==> src/rtl/mips_bus_pkg.sv <==
// Shared types for the MIPS core's memory-side logic: arbiter FSM states and
// port-grant encoding, reused by the core's bus wrapper.
package mips_bus_pkg;

    typedef enum logic [1:0] {
        IDLE  = 2'd0,
        BUS_I = 2'd1,
        BUS_D = 2'd2,
        RESP  = 2'd3
    } arb_state_t;

    typedef enum logic {
        GRANT_I = 1'b0,
        GRANT_D = 1'b1
    } grant_t;

    localparam logic [3:0] BE_WORD = 4'b1111;

endpackage

==> src/rtl/mips_mem_arbiter.sv <==
// Round-robin arbiter between the core's fetch and data ports onto one
// Avalon-style bus, with registered bus outputs, acks and a wait-state watchdog.
module mips_mem_arbiter
    import mips_bus_pkg::*;
#(
    parameter int WAIT_LIMIT = 255
) (
    input  logic        clk,
    input  logic        reset,
    input  logic        instr_req,
    input  logic [31:0] instr_address,
    output logic [31:0] instr_readdata,
    output logic        instr_ack,
    input  logic        data_read,
    input  logic        data_write,
    input  logic [31:0] data_address,
    input  logic [31:0] data_writedata,
    input  logic [3:0]  data_byteenable,
    output logic [31:0] data_readdata,
    output logic        data_ack,
    output logic [31:0] bus_address,
    output logic        bus_read,
    output logic        bus_write,
    output logic [31:0] bus_writedata,
    output logic [3:0]  bus_byteenable,
    input  logic        bus_waitrequest,
    input  logic [31:0] bus_readdata,
    output logic        bus_error
);

    // A zero limit disables the watchdog, but the counter still needs one bit.
    localparam int         CW    = (WAIT_LIMIT > 0) ? $clog2(WAIT_LIMIT + 1) : 1;
    localparam logic [CW:0] LIMIT = (CW + 1)'(WAIT_LIMIT);

    arb_state_t    r_state;
    arb_state_t    w_nextState;
    grant_t        r_grant;
    grant_t        r_lastGrant;
    logic [CW-1:0] r_waitCount;
    logic [CW:0]   w_waitCountInc;
    logic          w_dataReq;
    logic          w_timeout;

    logic [31:0]   r_busAddress;
    logic          r_busRead;
    logic          r_busWrite;
    logic [31:0]   r_busWritedata;
    logic [3:0]    r_busByteenable;
    logic [31:0]   r_instrReaddata;
    logic [31:0]   r_dataReaddata;
    logic          r_instrAck;
    logic          r_dataAck;
    logic          r_busError;

    assign w_dataReq      = data_read | data_write;
    assign w_waitCountInc = {1'b0, r_waitCount} + (CW + 1)'(1);

    // The abort fires on the WAIT_LIMIT-th consecutive stalled cycle.
    assign w_timeout = (WAIT_LIMIT != 0) && bus_waitrequest && (w_waitCountInc == LIMIT);

    always_comb begin
        w_nextState = r_state;
        case (r_state)
            IDLE: begin
                if (instr_req && (!w_dataReq || r_lastGrant == GRANT_D)) begin
                    w_nextState = BUS_I;
                end else if (w_dataReq) begin
                    w_nextState = BUS_D;
                end
            end
            BUS_I, BUS_D: begin
                if (!bus_waitrequest || w_timeout) begin
                    w_nextState = RESP;
                end
            end
            RESP: begin
                if (r_instrAck || r_dataAck) begin
                    w_nextState = IDLE;
                end
            end
            default: w_nextState = IDLE;
        endcase
    end

    // RESP spends one cycle raising the ack and one cycle with it high, so a
    // requester dropping its request on the ack edge is never re-sampled.
    always_ff @(posedge clk) begin
        if (reset) begin
            r_state         <= IDLE;
            r_grant         <= GRANT_I;
            r_lastGrant     <= GRANT_D;
            r_waitCount     <= '0;
            r_busAddress    <= '0;
            r_busRead       <= 1'b0;
            r_busWrite      <= 1'b0;
            r_busWritedata  <= '0;
            r_busByteenable <= '0;
            r_instrReaddata <= '0;
            r_dataReaddata  <= '0;
            r_instrAck      <= 1'b0;
            r_dataAck       <= 1'b0;
            r_busError      <= 1'b0;
        end else begin
            r_state <= w_nextState;
            case (r_state)
                IDLE: begin
                    if (w_nextState == BUS_I) begin
                        r_grant         <= GRANT_I;
                        r_waitCount     <= '0;
                        r_busAddress    <= instr_address;
                        r_busRead       <= 1'b1;
                        r_busWrite      <= 1'b0;
                        r_busWritedata  <= '0;
                        r_busByteenable <= BE_WORD;
                    end else if (w_nextState == BUS_D) begin
                        r_grant         <= GRANT_D;
                        r_waitCount     <= '0;
                        r_busAddress    <= data_address;
                        r_busRead       <= ~data_write;
                        r_busWrite      <= data_write;
                        r_busWritedata  <= data_writedata;
                        r_busByteenable <= data_byteenable;
                    end
                end
                BUS_I, BUS_D: begin
                    if (!bus_waitrequest) begin
                        r_busRead   <= 1'b0;
                        r_busWrite  <= 1'b0;
                        r_lastGrant <= r_grant;
                        if (r_busRead) begin
                            if (r_grant == GRANT_I) begin
                                r_instrReaddata <= bus_readdata;
                            end else begin
                                r_dataReaddata <= bus_readdata;
                            end
                        end
                    end else if (w_timeout) begin
                        r_busRead   <= 1'b0;
                        r_busWrite  <= 1'b0;
                        r_lastGrant <= r_grant;
                        r_busError  <= 1'b1;
                        if (r_grant == GRANT_I) begin
                            r_instrReaddata <= '0;
                        end else begin
                            r_dataReaddata <= '0;
                        end
                    end else begin
                        r_waitCount <= r_waitCount + CW'(1);
                    end
                end
                RESP: begin
                    if (!r_instrAck && !r_dataAck) begin
                        r_instrAck <= (r_grant == GRANT_I);
                        r_dataAck  <= (r_grant == GRANT_D);
                    end else begin
                        r_instrAck <= 1'b0;
                        r_dataAck  <= 1'b0;
                    end
                end
                default: ;
            endcase
        end
    end

    assign bus_address    = r_busAddress;
    assign bus_read       = r_busRead;
    assign bus_write      = r_busWrite;
    assign bus_writedata  = r_busWritedata;
    assign bus_byteenable = r_busByteenable;
    assign instr_readdata = r_instrReaddata;
    assign data_readdata  = r_dataReaddata;
    assign instr_ack      = r_instrAck;
    assign data_ack       = r_dataAck;
    assign bus_error      = r_busError;

endmodule

==> config.mk <==
export PLATFORM = sky130hd
export DESIGN_NAME = mips_mem_arbiter
export DESIGN_NICKNAME = d
export VERILOG_FILES = /design/src/rtl/mips_bus_pkg.sv /design/src/rtl/mips_mem_arbiter.sv
export SDC_FILE = /design/constraint.sdc
export NUM_CORES = 1
export LEC_CHECK = 0
export ABC_AREA = 1
export CORE_UTILIZATION = 44
export CTS_BUF_LIST = sky130_fd_sc_hd__clkbuf_8
export DETAILED_ROUTE_END_ITERATION = 16
export HOLD_SLACK_MARGIN = 0.06
export PLACE_DENSITY_LB_ADDON = 0.12
export SLEW_MARGIN = 40
export SYNTH_ARGS = -nofsm -noshare
export SYNTH_HDL_FRONTEND = slang
export SYNTH_SLANG_ARGS = --single-unit
export TNS_END_PERCENT = 20
==> constraint.sdc <==
create_clock -name clk -period 3.8 [get_ports clk]
set_input_delay 0.38 -clock clk [delete_from_list [all_inputs] [get_ports clk]]
set_output_delay 0.38 -clock clk [all_outputs]
set_load 0.005 [all_outputs]
* Yosys cells after proc, flatten, opt, wreduce, memory -nomap -nowiden *
Index checks and enable logic that the tools add are counted.

storage, ports and cells
  register bits = 149
  word-level logic and storage cells = 92
  output and inout port bits = 137
  input port bits = 138

operators by class
  multiplexer cells = 40
  equality and inequality tests = 11
  reduce and logical (&&, ||, !) cells = 22
  bitwise logic cells = 3
  $add $sub $neg = 2

operators by type and width
  kind                   count
  $mux W32               14
  $mux W8                4
  $pmux W8 S2            1
  $mux W1                12
  $reduce_and A4 Y1      3
  $add A8 B1 Y9 const B  1
  $eq A9 B8 Y1 const B   1
  $add A8 B1 Y8 const B  1
  $mux W2                4
  $mux W4                2
  $eq A2 B2 Y1 const B   3
  $ne A3 B3 Y1 const B   2
  $pmux W2 S3            1
  $reduce_and A3 Y1      2
  $reduce_bool A2 Y1     3
  $eq A2 B1 Y1 const B   2
  $logic_not A1 Y1       4
  $ne A2 B2 Y1 const B   2
  $pmux W1 S2            2
  $reduce_and A2 Y1      2
  $logic_and A1 B1 Y1    3
  $logic_or A1 B1 Y1     3
  $logic_not A2 Y1       1
  $ne A2 B1 Y1 const B   1
  3 further kinds        4

* Longest topological paths before layout *
Gate-level depths: netlist of run 1.

  depth after elaboration = 10
  depth in mapped cells = 22
  depth with buffers taken out = 19

* Worst setup path after synthesis of run 1 *
No wires, ideal clock.

  kind = reg-to-reg
  from = register r_waitCount[1]
  to = register r_waitCount[1]
  stages on the path, launching flop included = 22
  path buffers = 3
  path slack = 797 ps
  period minus slack after synthesis = 3003 ps
  required time = 3685 ps
  library setup time = 115 ps
  arrival time = 2888 ps
  cell sequence = dfxtp_1 ha_1 nand3_1 nand2_1 nand2_1 nand3_1 nor2_1 nand2_1 nand2_1 nand2_1 buf_2 nand2_1 a21boi_0 ha_1 nor2_1 buf_2 inv_1 o21ai_1 buf_2 nand3_1 nand2_1 nor2_1

on the way
  cells in the longest elaborated chain, start to end = 9
  elaborated cells on any way between the ends = 16
  classes of those cells = 2 x add/sub; 5 x eq/ne; 6 x mux; 3 x reduce/logical

ends and longest elaborated chain
  element                                                                   RTL line                                          RTL
  from (decl)                                                               mips_mem_arbiter.sv:39                            logic [CW-1:0] r_waitCount;
  from (signal assigned)                                                    mips_mem_arbiter.sv:148                           r_waitCount <= r_waitCount + CW'(1);
  $add A8 B1 Y9                                                             mips_mem_arbiter.sv:56                            assign w_waitCountInc = {1'b0, r_waitCount} + (CW + 1)'(1);
  $eq A9 B8 Y1                                                              mips_mem_arbiter.sv:59                            assign w_timeout = (WAIT_LIMIT != 0) && bus_waitrequest && (w_waitCountInc == LIMIT);
  $logic_and A1 B1 Y1                                                       mips_mem_arbiter.sv:59
  $logic_or A1 B1 Y1                                                        mips_mem_arbiter.sv:72                            if (!bus_waitrequest || w_timeout) begin
  $mux W2                                                                   mips_mem_arbiter.sv:72
  $pmux W2 S3                                                               mips_mem_arbiter.sv:63                            case (r_state)
  $eq A2 B1 Y1 / $eq A2 B2 Y1 (equally long branches)                       mips_mem_arbiter.sv:107, mips_mem_arbiter.sv:115
  $ne A3 B3 Y1 (no source line) / $mux W8 (equally long branches)           n/a
  $reduce_and A4 Y1 (no source line) / $pmux W8 S2 (equally long branches)  n/a

Several ways; a longest one is shown, not always the timed one. The select of a mux whose other input is x is not followed.
A chain may end at the register's enable or synchronous reset.

* Worst setup path after layout of run 1 *
  from = register r_waitCount[1]
  to = register r_busByteenable[2] (netlist: bus_byteenable[2])

on the way
  cells in the longest elaborated chain, start to end = 9
  elaborated cells on any way between the ends = 11
  classes of those cells = 1 x add/sub; 3 x eq/ne; 3 x mux; 4 x reduce/logical

ends and longest elaborated chain
  element                                              RTL line                                          RTL
  $add A8 B1 Y9 (*)                                    mips_mem_arbiter.sv:56
  $eq A9 B8 Y1 (*)                                     mips_mem_arbiter.sv:59
  $logic_and A1 B1 Y1 (*)                              mips_mem_arbiter.sv:59
  $logic_or A1 B1 Y1 (*)                               mips_mem_arbiter.sv:72
  $mux W2 (*)                                          mips_mem_arbiter.sv:72
  $pmux W2 S3 (*)                                      mips_mem_arbiter.sv:63
  net w_nextState[0]                                   mips_mem_arbiter.sv:36                            arb_state_t w_nextState;
  $eq A2 B1 Y1 / $eq A2 B2 Y1 (equally long branches)  mips_mem_arbiter.sv:107, mips_mem_arbiter.sv:115
  $reduce_bool A2 Y1 (no source line)                  n/a
  $reduce_and A2 Y1 (no source line)                   n/a
  to (signal assigned)                                 mips_mem_arbiter.sv:122                           r_busByteenable <= data_byteenable;
  to (decl)                                            mips_mem_arbiter.sv:48                            logic [3:0] r_busByteenable;

The timed path passes the listed nets; every way through them passes the cells marked *.

==> flow_summary_export.csv, run 1 <==
group,metric,value,unit
pwr,total_power,6553,uW
global_routing,met3_usage,10.97,%
pwr,ir_worst_vdd,542.3,uV
floorplanning,initial_utilization,45.54,%
finish,regArea,0.002983,mm2
floorplanning,dieArea,0.01496,mm2
placement,place_hpwl,13230,um
route,drt_first_pass_iters,7,
global_routing,grt_max_degree,103,
min_path,hold_path.class,"flop to flop",
clock_network,clockBufferDepth,2,
floorplanning,rows,43,
clock_network,cts_hold_buf,0,
yosys,synth_top_family_by_area,"simple AND/OR/NAND/NOR gates",
global_routing,grt_usage,25.64,%
yosys,synth_cell_types,27,
finish,insertedDiodeCount,0,
critical_path,crit_slowest_cell,"dfxtp_1",
pwr,swShare,38.74,%
route,totalWireLength,19420,um
finish,nets,1279,
min_path,hold_end,"bus_writedata[6]$_SDFFE_PP0P_",
yosys,synthAdderAreaFrac,1.179,%
yosys,synth_flop_cell,"dfxtp_1",
sta,period_needed,3.490,ns
pwr,comb_power_share,46.0,%
global_routing,met1_usage,30.26,%
clock_network,cts_buffers,17,
yosys,ys.warnings.count,0,
placement,gp_congestion,0.8113,
yosys,synth_mux_area_share,0,%
placement,portBuffers,274,
yosys,synth_top_cell_by_area,"dfxtp_1",
clock_network,cts_resized,0,
yosys,synth_area,0.006370,mm2
yosys,synth_edf_count,0,
sta,finalHoldViolations,0,
critical_path,cp_cell_sequence,"ha_1 > nand3_1 > o21bai_1 > nand2_1 > nor2_1 > nand2_1 > nand2_1 > nand2_1 > a21boi_0 > ha_1 > nor2_2 > inv_2 > nor2_2 > buf_4 > inv_1 > o221a_2",
critical_path,ff2ff_path_depth,16,
clock_network,cts_setup_buffers,0,
global_routing,gr-total-overflow,0,
route,antenna_left,0,
min_path,whs_path_depth,2,
route,drc,0,
critical_path,arrival,3.83,ns
job,cap_violations,0,
sta,post-route-period-util,91.85,%
clock_network,cts_tree,"built",
sta,rsz0062_at_grt,"no",
sta,clock.fmax,286.5,MHz
sta,tns,0,ns
route,vias_per_cell,4.949,
yosys,yosysSeqAreaShare,46.83,%
finish,layout-drive-gt1-share,5.401,%
sta,worst_slew_pin_slew,0.7152,ns
finish,synthToLayoutAreaGrowth,50.64,%
pwr,leakagePower,0.003719,uW
floorplanning,fp.coreArea,0.01399,mm2
yosys,async_reset_ff_share,0,%
global_routing,antenna_found_initial,0,
clock_network,clk_latency,0.45,ns
outcome,status,"finished, final reports clean",
min_path,hp-start,"bus_writedata[6]$_SDFFE_PP0P_",
clock_network,cts.htree.levels,4,
pwr,p_int,4015,uW
global_routing,top_usage_layer,"met2",
yosys,syn_inst,898,
global_routing,grt_pass1_vias,5921,
route,avgRoutedWirePerCell,14.62,um
pwr,seqPwrFrac,32.7,%
finish,multi_input_area,0.002915,mm2
critical_path,rr_startpoint,"r_waitCount[1]$_SDFFE_PP0P_",
yosys,netlist.area_leader.share,46.83,%
yosys,yosys.area_share.simple,26.38,%
pwr,p_sw,2539,uW
finish,final_core_util,68.60,%
yosys,synth_compound_area_share,17.97,%
route,route.vias.total,6572,
critical_path,worst-endpoint-required,4.14,ns
critical_path,start_kind,"flop",
floorplanning,dieHeight,122.3,um
yosys,synth.avg_cell_area,7.093,um2
sta,whs,0.4649,ns
sta,setup_viol,0,
yosys,netlist_top_cells_area,"dfxtp_1 47%, nand2_1 15%, a21oi_1 14%, nand3_1 5.5%, nor2_1 5.1%",
yosys,synth_seq_cells,149,
critical_path,worst_path_largest_cell_delay,0.43,ns
pwr,p_per_area,683.0,mW/mm2
global_routing,grt.met2_usage,42.13,%
sta,slew_headroom,52.26,%
critical_path,worst_setup_path_end_kind,"flop",
yosys,syn_nets,1042,
clock_network,clock-root-buffer,"clkbuf_8",
sta,maxSlewViolCount,0,
critical_path,r2r_end,"bus_byteenable[2]$_SDFFE_PP0P_",
floorplanning,io_pins,275,
critical_path,r2r_slack,0.31,ns
floorplanning,die_w,122.3,um
critical_path,cp_max_fo,33,
sta,clock_skew,0.01107,ns
pwr,p_clk_share,21.3,%
finish,fill_cells,1203,
clock_network,cts.sinks,149,
critical_path,critical_path_class,"flop to flop",
yosys,synth_xor_area_share,0,%
route,drtIter0Drc,421,
clock_network,clk_pin_slew,0.08,ns
critical_path,cp_common_cell,"nand2_1",
global_routing,grt_pass1_wl,29780,um
[registers in the layout (all words and copies together), names as in the netlist]
register,cells
bus_writedata,32
bus_read,1
r_state,2
bus_address,32
bus_write,1
instr_readdata,32
bus_byteenable,4
r_waitCount,8
data_readdata,32
instr_ack,1
r_grant,1
data_ack,1
r_lastGrant,1
bus_error,1
[worst max-delay path by stage]
stage	start	to	slack, ns	cells after the start
6_report	r_waitCount[1]$_SDFFE_PP0P_	bus_byteenable[2]$_SDFFE_PP0P_	0.31	16
5_1_grt	r_waitCount[0]$_SDFFE_PP0P_	bus_byteenable[3]$_SDFFE_PP0P_	0.08	18
4_1_cts	r_waitCount[1]$_SDFFE_PP0P_	bus_byteenable[2]$_SDFFE_PP0P_	0.33	16
3_5_place_dp	r_waitCount[0]$_SDFFE_PP0P_	bus_byteenable[2]$_SDFFE_PP0P_	0.34	16
3_3_place_gp	r_waitCount[1]$_SDFFE_PP0P_	bus_byteenable[2]$_SDFFE_PP0P_	0.49	16
2_1_floorplan	r_waitCount[1]$_SDFFE_PP0P_	r_waitCount[1]$_SDFFE_PP0P_	0.80	21
[power groups by stage]
stage | Clock [uW] | Sequential [uW] | Combinational, uW
finish | 1390 | 2140 | 3010
global route | 1490 | 2190 | 3350
CTS | 1420 | 2140 | 3030
detailed placement | 0 | 2170 | 3010
global placement | 0 | 2170 | 2980
floorplan | 0 | 2180 | 1770
[cell usage in the layout, fill, tap and decap left out, drive strengths merged]
master,netlist,layout
a21boi,2,2
a21oi,175,175
and2,1,1
buf,26,14
bufinv,0,4
clkbuf,44,21
clkdlybuf4s50,0,274
clkinv,1,4
clkinvlp,0,3
dfxtp,149,149
ha,6,6
inv,36,37
nand2,250,250
nand3,72,72
nand4,3,3
nor2,87,87
nor3,1,1
o211ai,1,1
o21ai,34,34
o21bai,2,2
o221a,4,4
o22ai,2,2
or2,2,2
[metrics by stage]
| step | setup slack (ns) | cells | area [um2] |
|---|---|---|---|
| floorplan | 0.7968 | 898 | 6370 |
| global placement | 0.4891 | 1296 | 9136 |
| detailed placement | 0.3413 | 1296 | 9136 |
| CTS | 0.3278 | 1328 | 9595 |
| global route | 0.07629 | 1328 | 9595 |
| finish | 0.3098 | 1328 | 9595 |
[critical path, delay by kind of cell (launching register included)]
kind	cells	cell delay [ns]
DFF	1	0.43
adders and majority gates	2	0.56
and+or+nand+nor	8	0.98
AOI/OAI and AO/OA	3	0.77
buffers and inverters	3	0.64
[cell usage after synthesis, types with 2 or more instances]
master      n
a21boi_0    2
a21oi_1   175
buf_1       8
buf_2       8
buf_6      10
clkbuf_1   44
dfxtp_1   149
ha_1        6
inv_1      35
nand2_1   250
nand3_1    70
nand3_2     2
nand4_1     3
nor2_1     86
o21ai_0    32
o21bai_1    2
o221a_2     4
o22ai_1     2
or2_2       2
[final cells by class]
| type | count | share of cell area (%) |
|---|---|---|
| well taps | 180 | 2.347 |
| clock inverters | 11 | 1.773 |
| inverters | 37 | 1.460 |
| multi-input cells | 642 | 30.38 |
| clock buffers | 21 | 3.012 |
| flip-flops and latches | 149 | 31.09 |
| repair buffers | 288 | 29.94 |
[routing by layer]
metal  vias up  wire length (um)  share of wire [%]
met5         -                 0                  0
met4         0               278                1.4
met1      2914              7907                 41
met2       223              9294                 48
li1       3412                 -                  -
met3        23              1940                 10
[logic make-up (layout without fill, tap and decap cells)]
family                     after synthesis  after routing
and+or+nand+nor                        416            416
AOI/OAI and AO/OA                      220            220
DFF                                    149            149
buffers and inverters                  107            357
adders and majority gates                6              6
Power figures use the tool's default switching activity.
==> run 2: changes to the inputs <==
--- a/config.mk
+++ b/config.mk
@@ -6,7 +6,9 @@
 export NUM_CORES = 1
 export LEC_CHECK = 0
 export ABC_AREA = 1
-export CORE_UTILIZATION = 44
+export CELL_PAD_IN_SITES_DETAIL_PLACEMENT = 1
+export CELL_PAD_IN_SITES_GLOBAL_PLACEMENT = 2
+export CORE_UTILIZATION = 23
 export CTS_BUF_LIST = sky130_fd_sc_hd__clkbuf_8
 export DETAILED_ROUTE_END_ITERATION = 16
 export HOLD_SLACK_MARGIN = 0.06
==> run 2 against run 1 <==
Against the previous run:
- power grew 1.9%
- utilization shrank 32 points
- routed wire length grew 24%
- sequential share of layout area shrank 0.55 points
- final cell count grew 12%
- register-to-register slack gained 0.16 ns
- worst setup slack gained 0.16 ns
- combinational power grew 6%
- cell area grew 1.8%
- critical endpoint unchanged
- largest cell class unchanged
==> flow_summary_export.csv, run 2 (synthesized netlist as in run 1, its figures left out) <==
group,metric,value,unit
clock_network,cts_resized,0,
clock_network,cts_tree,"built",
min_path,hold_path.class,"flop to flop",
clock_network,cts_setup_buffers,0,
sta,tns,0,ns
critical_path,worst_path_largest_cell_delay,0.43,ns
critical_path,cp_max_fo,33,
finish,fill_cells,3313,
clock_network,clk_latency,0.45,ns
clock_network,cts.htree.levels,4,
critical_path,crit_slowest_cell,"dfxtp_1",
finish,mostFrequentLayoutCells,"274 x clkdlybuf4s50_1, 250 x nand2_1, 175 x a21oi_1",
floorplanning,io_pins,275,
sta,rsz0062_at_grt,"no",
critical_path,worst-endpoint-required,4.13,ns
route,drtIter0Drc,382,
pwr,p_clk_share,20.1,%
critical_path,cp_cell_sequence,"ha_1 > nand3_1 > o21bai_1 > nand2_1 > nor2_1 > nand2_1 > nand2_1 > nand2_1 > a21boi_0 > ha_1 > nor2_2 > inv_2 > nor2_2 > buf_6 > inv_1 > o221a_2",
floorplanning,rows,60,
route,antenna_left,0,
critical_path,rr_startpoint,"r_waitCount[1]$_SDFFE_PP0P_",
global_routing,antenna_found_initial,1,
sta,setup_viol,0,
critical_path,cp_common_cell,"nand2_1",
pwr,seqPwrFrac,32.2,%
placement,place_hpwl,16600,um
placement,gp_congestion,0.7359,
route,drc,0,
clock_network,clk_pin_slew,0.09,ns
clock_network,clock-root-buffer,"clkbuf_8",
sta,clock.fmax,300.1,MHz
finish,synthToLayoutAreaGrowth,53.33,%
finish,layout-drive-gt1-share,5.396,%
finish,insertedDiodeCount,0,
clock_network,cts.sinks,149,
critical_path,critical_path.top_delay_family,"simple AND/OR/NAND/NOR gates",
pwr,p_per_area,683.6,mW/mm2
job,cap_violations,0,
clock_network,cts_hold_buf,0,
route,drt_first_pass_iters,4,
critical_path,critical_path_buf_inv_count,3,
pwr,p_int,3926,uW
sta,slew_headroom,46.14,%
sta,finalHoldViolations,0,
placement,placed_cell_area,0.009345,mm2
pwr,leakagePower,0.003717,uW
finish,nets,1280,
global_routing,gr-total-overflow,0,
sta,worst_slew_pin_slew,0.8080,ns
clock_network,cts_buffers,17,
global_routing,grt_max_degree,90,
pwr,p_sw,2751,uW
global_routing,grt_pass1_wl,37630,um
min_path,whs_path_depth,2,
global_routing,grt_usage,17.02,%
critical_path,worst_setup_path_end_kind,"flop",
sta,post-route-period-util,87.70,%
sta,period_needed,3.333,ns
finish,final_common_cell,"clkdlybuf4s50_1",
sta,maxSlewViolCount,0,
critical_path,critical_path_class,"flop to flop",
critical_path,arrival,3.66,ns
min_path,hp-start,"bus_write$_SDFFE_PP0P_",
outcome,status,"finished, final reports clean",
placement,portBuffers,274,
route,route.vias.total,6677,
critical_path,ff2ff_path_depth,16,
route,vias_per_cell,4.481,
critical_path,start_kind,"flop",
critical_path,worstSetupStartpoint,"r_waitCount[1]$_SDFFE_PP0P_",
sta,clock_skew,0.02613,ns
pwr,comb_power_share,47.7,%
critical_path,r2r_slack,0.47,ns
floorplanning,initial_utilization,23.57,%
clock_network,clockBufferDepth,2,
global_routing,grt_pass1_vias,6581,
finish,final_area,0.009767,mm2
min_path,hold_end,"bus_write$_SDFFE_PP0P_",
critical_path,r2r_end,"bus_byteenable[2]$_SDFFE_PP0P_",
pwr,ir_worst_vdd,435.5,uV
floorplanning,die_w,168.4,um
floorplanning,fp.coreArea,0.02703,mm2
floorplanning,dieHeight,168.4,um
floorplanning,dieArea,0.02837,mm2
pwr,swShare,41.20,%
route,totalWireLength,24140,um
route,avgRoutedWirePerCell,16.20,um
## run 2: cell types whose count changed in the layout (fill, tap and decap cells not counted)
cell | previous run | this run
bufinv_16 | 4 | 3
o21ai_1 | 1 | 0
o21ai_2 | 0 | 1
clkinv_4 | 0 | 2
inv_1 | 33 | 35
clkbuf_8 | 21 | 17
clkinvlp_4 | 3 | 2
inv_8 | 0 | 2
buf_6 | 0 | 1
## run 2: metal layers
| layer | wire length (um) | up-vias | global-route usage (%) |
|---|---|---|---|
| met2 | 10900 | 184 | 27.17 |
| met1 | 10740 | 3079 | 20.90 |
| met5 | 11 | - | 0 |
| met4 | 154 | 2 | 3.557 |
| met3 | 2332 | 10 | 7.804 |
| li1 | - | 3402 | - |
## run 2: tightest hold or removal path, stage by stage (launching register included)
cell	delay, ns
dfxtp_1	0.32
nand2_1	0.06
a21oi_1	0.05
## run 2: layout make-up
cell class              count  area [um2]  share of cell area (%)
clock buffers              17       234.0                   2.396
repair buffers            289        2884                   29.53
inverters                  37       140.1                   1.435
multi-input cells         642        2919                   29.89
well taps                 341       426.7                   4.368
flip-flops and latches    149        2983                   30.54
clock inverters            15       180.2                   1.845
## run 2: metrics by stage
step,cells,utilization (%),power (uW),setup WS [ns],hold slack [ns]
after floorplan,898,-,3942,0.7968,0.4385
after global placement,1458,34.58,5394,0.4582,0.4521
after detailed placement,1458,34.58,5428,0.3802,0.4579
after CTS,1490,36.11,6818,0.3443,0.4417
after global routing,1490,36.14,7249,0.02798,0.4485
final,1490,36.14,6676,0.4675,0.4691
## run 2: power by group through the flow
stage / combinational, uW / clock [uW] / sequential, uW
after floorplan: 1770 / 0 / 2180
after CTS: 3260 / 1400 / 2160
after detailed placement: 3240 / 0 / 2180
final: 3190 / 1340 / 2150
after global placement: 3220 / 0 / 2180
after global routing: 3580 / 1470 / 2200
## run 2: how the worst max path moves through the flow
stage,to,slack (ns),depth (start not counted)
after floorplan,r_waitCount[1]$_SDFFE_PP0P_,0.80,21
after global placement,bus_byteenable[3]$_SDFFE_PP0P_,0.46,16
after detailed placement,bus_byteenable[2]$_SDFFE_PP0P_,0.38,16
after CTS,bus_byteenable[2]$_SDFFE_PP0P_,0.34,16
after global routing,bus_byteenable[2]$_SDFFE_PP0P_,0.03,18
final,bus_byteenable[2]$_SDFFE_PP0P_,0.47,16
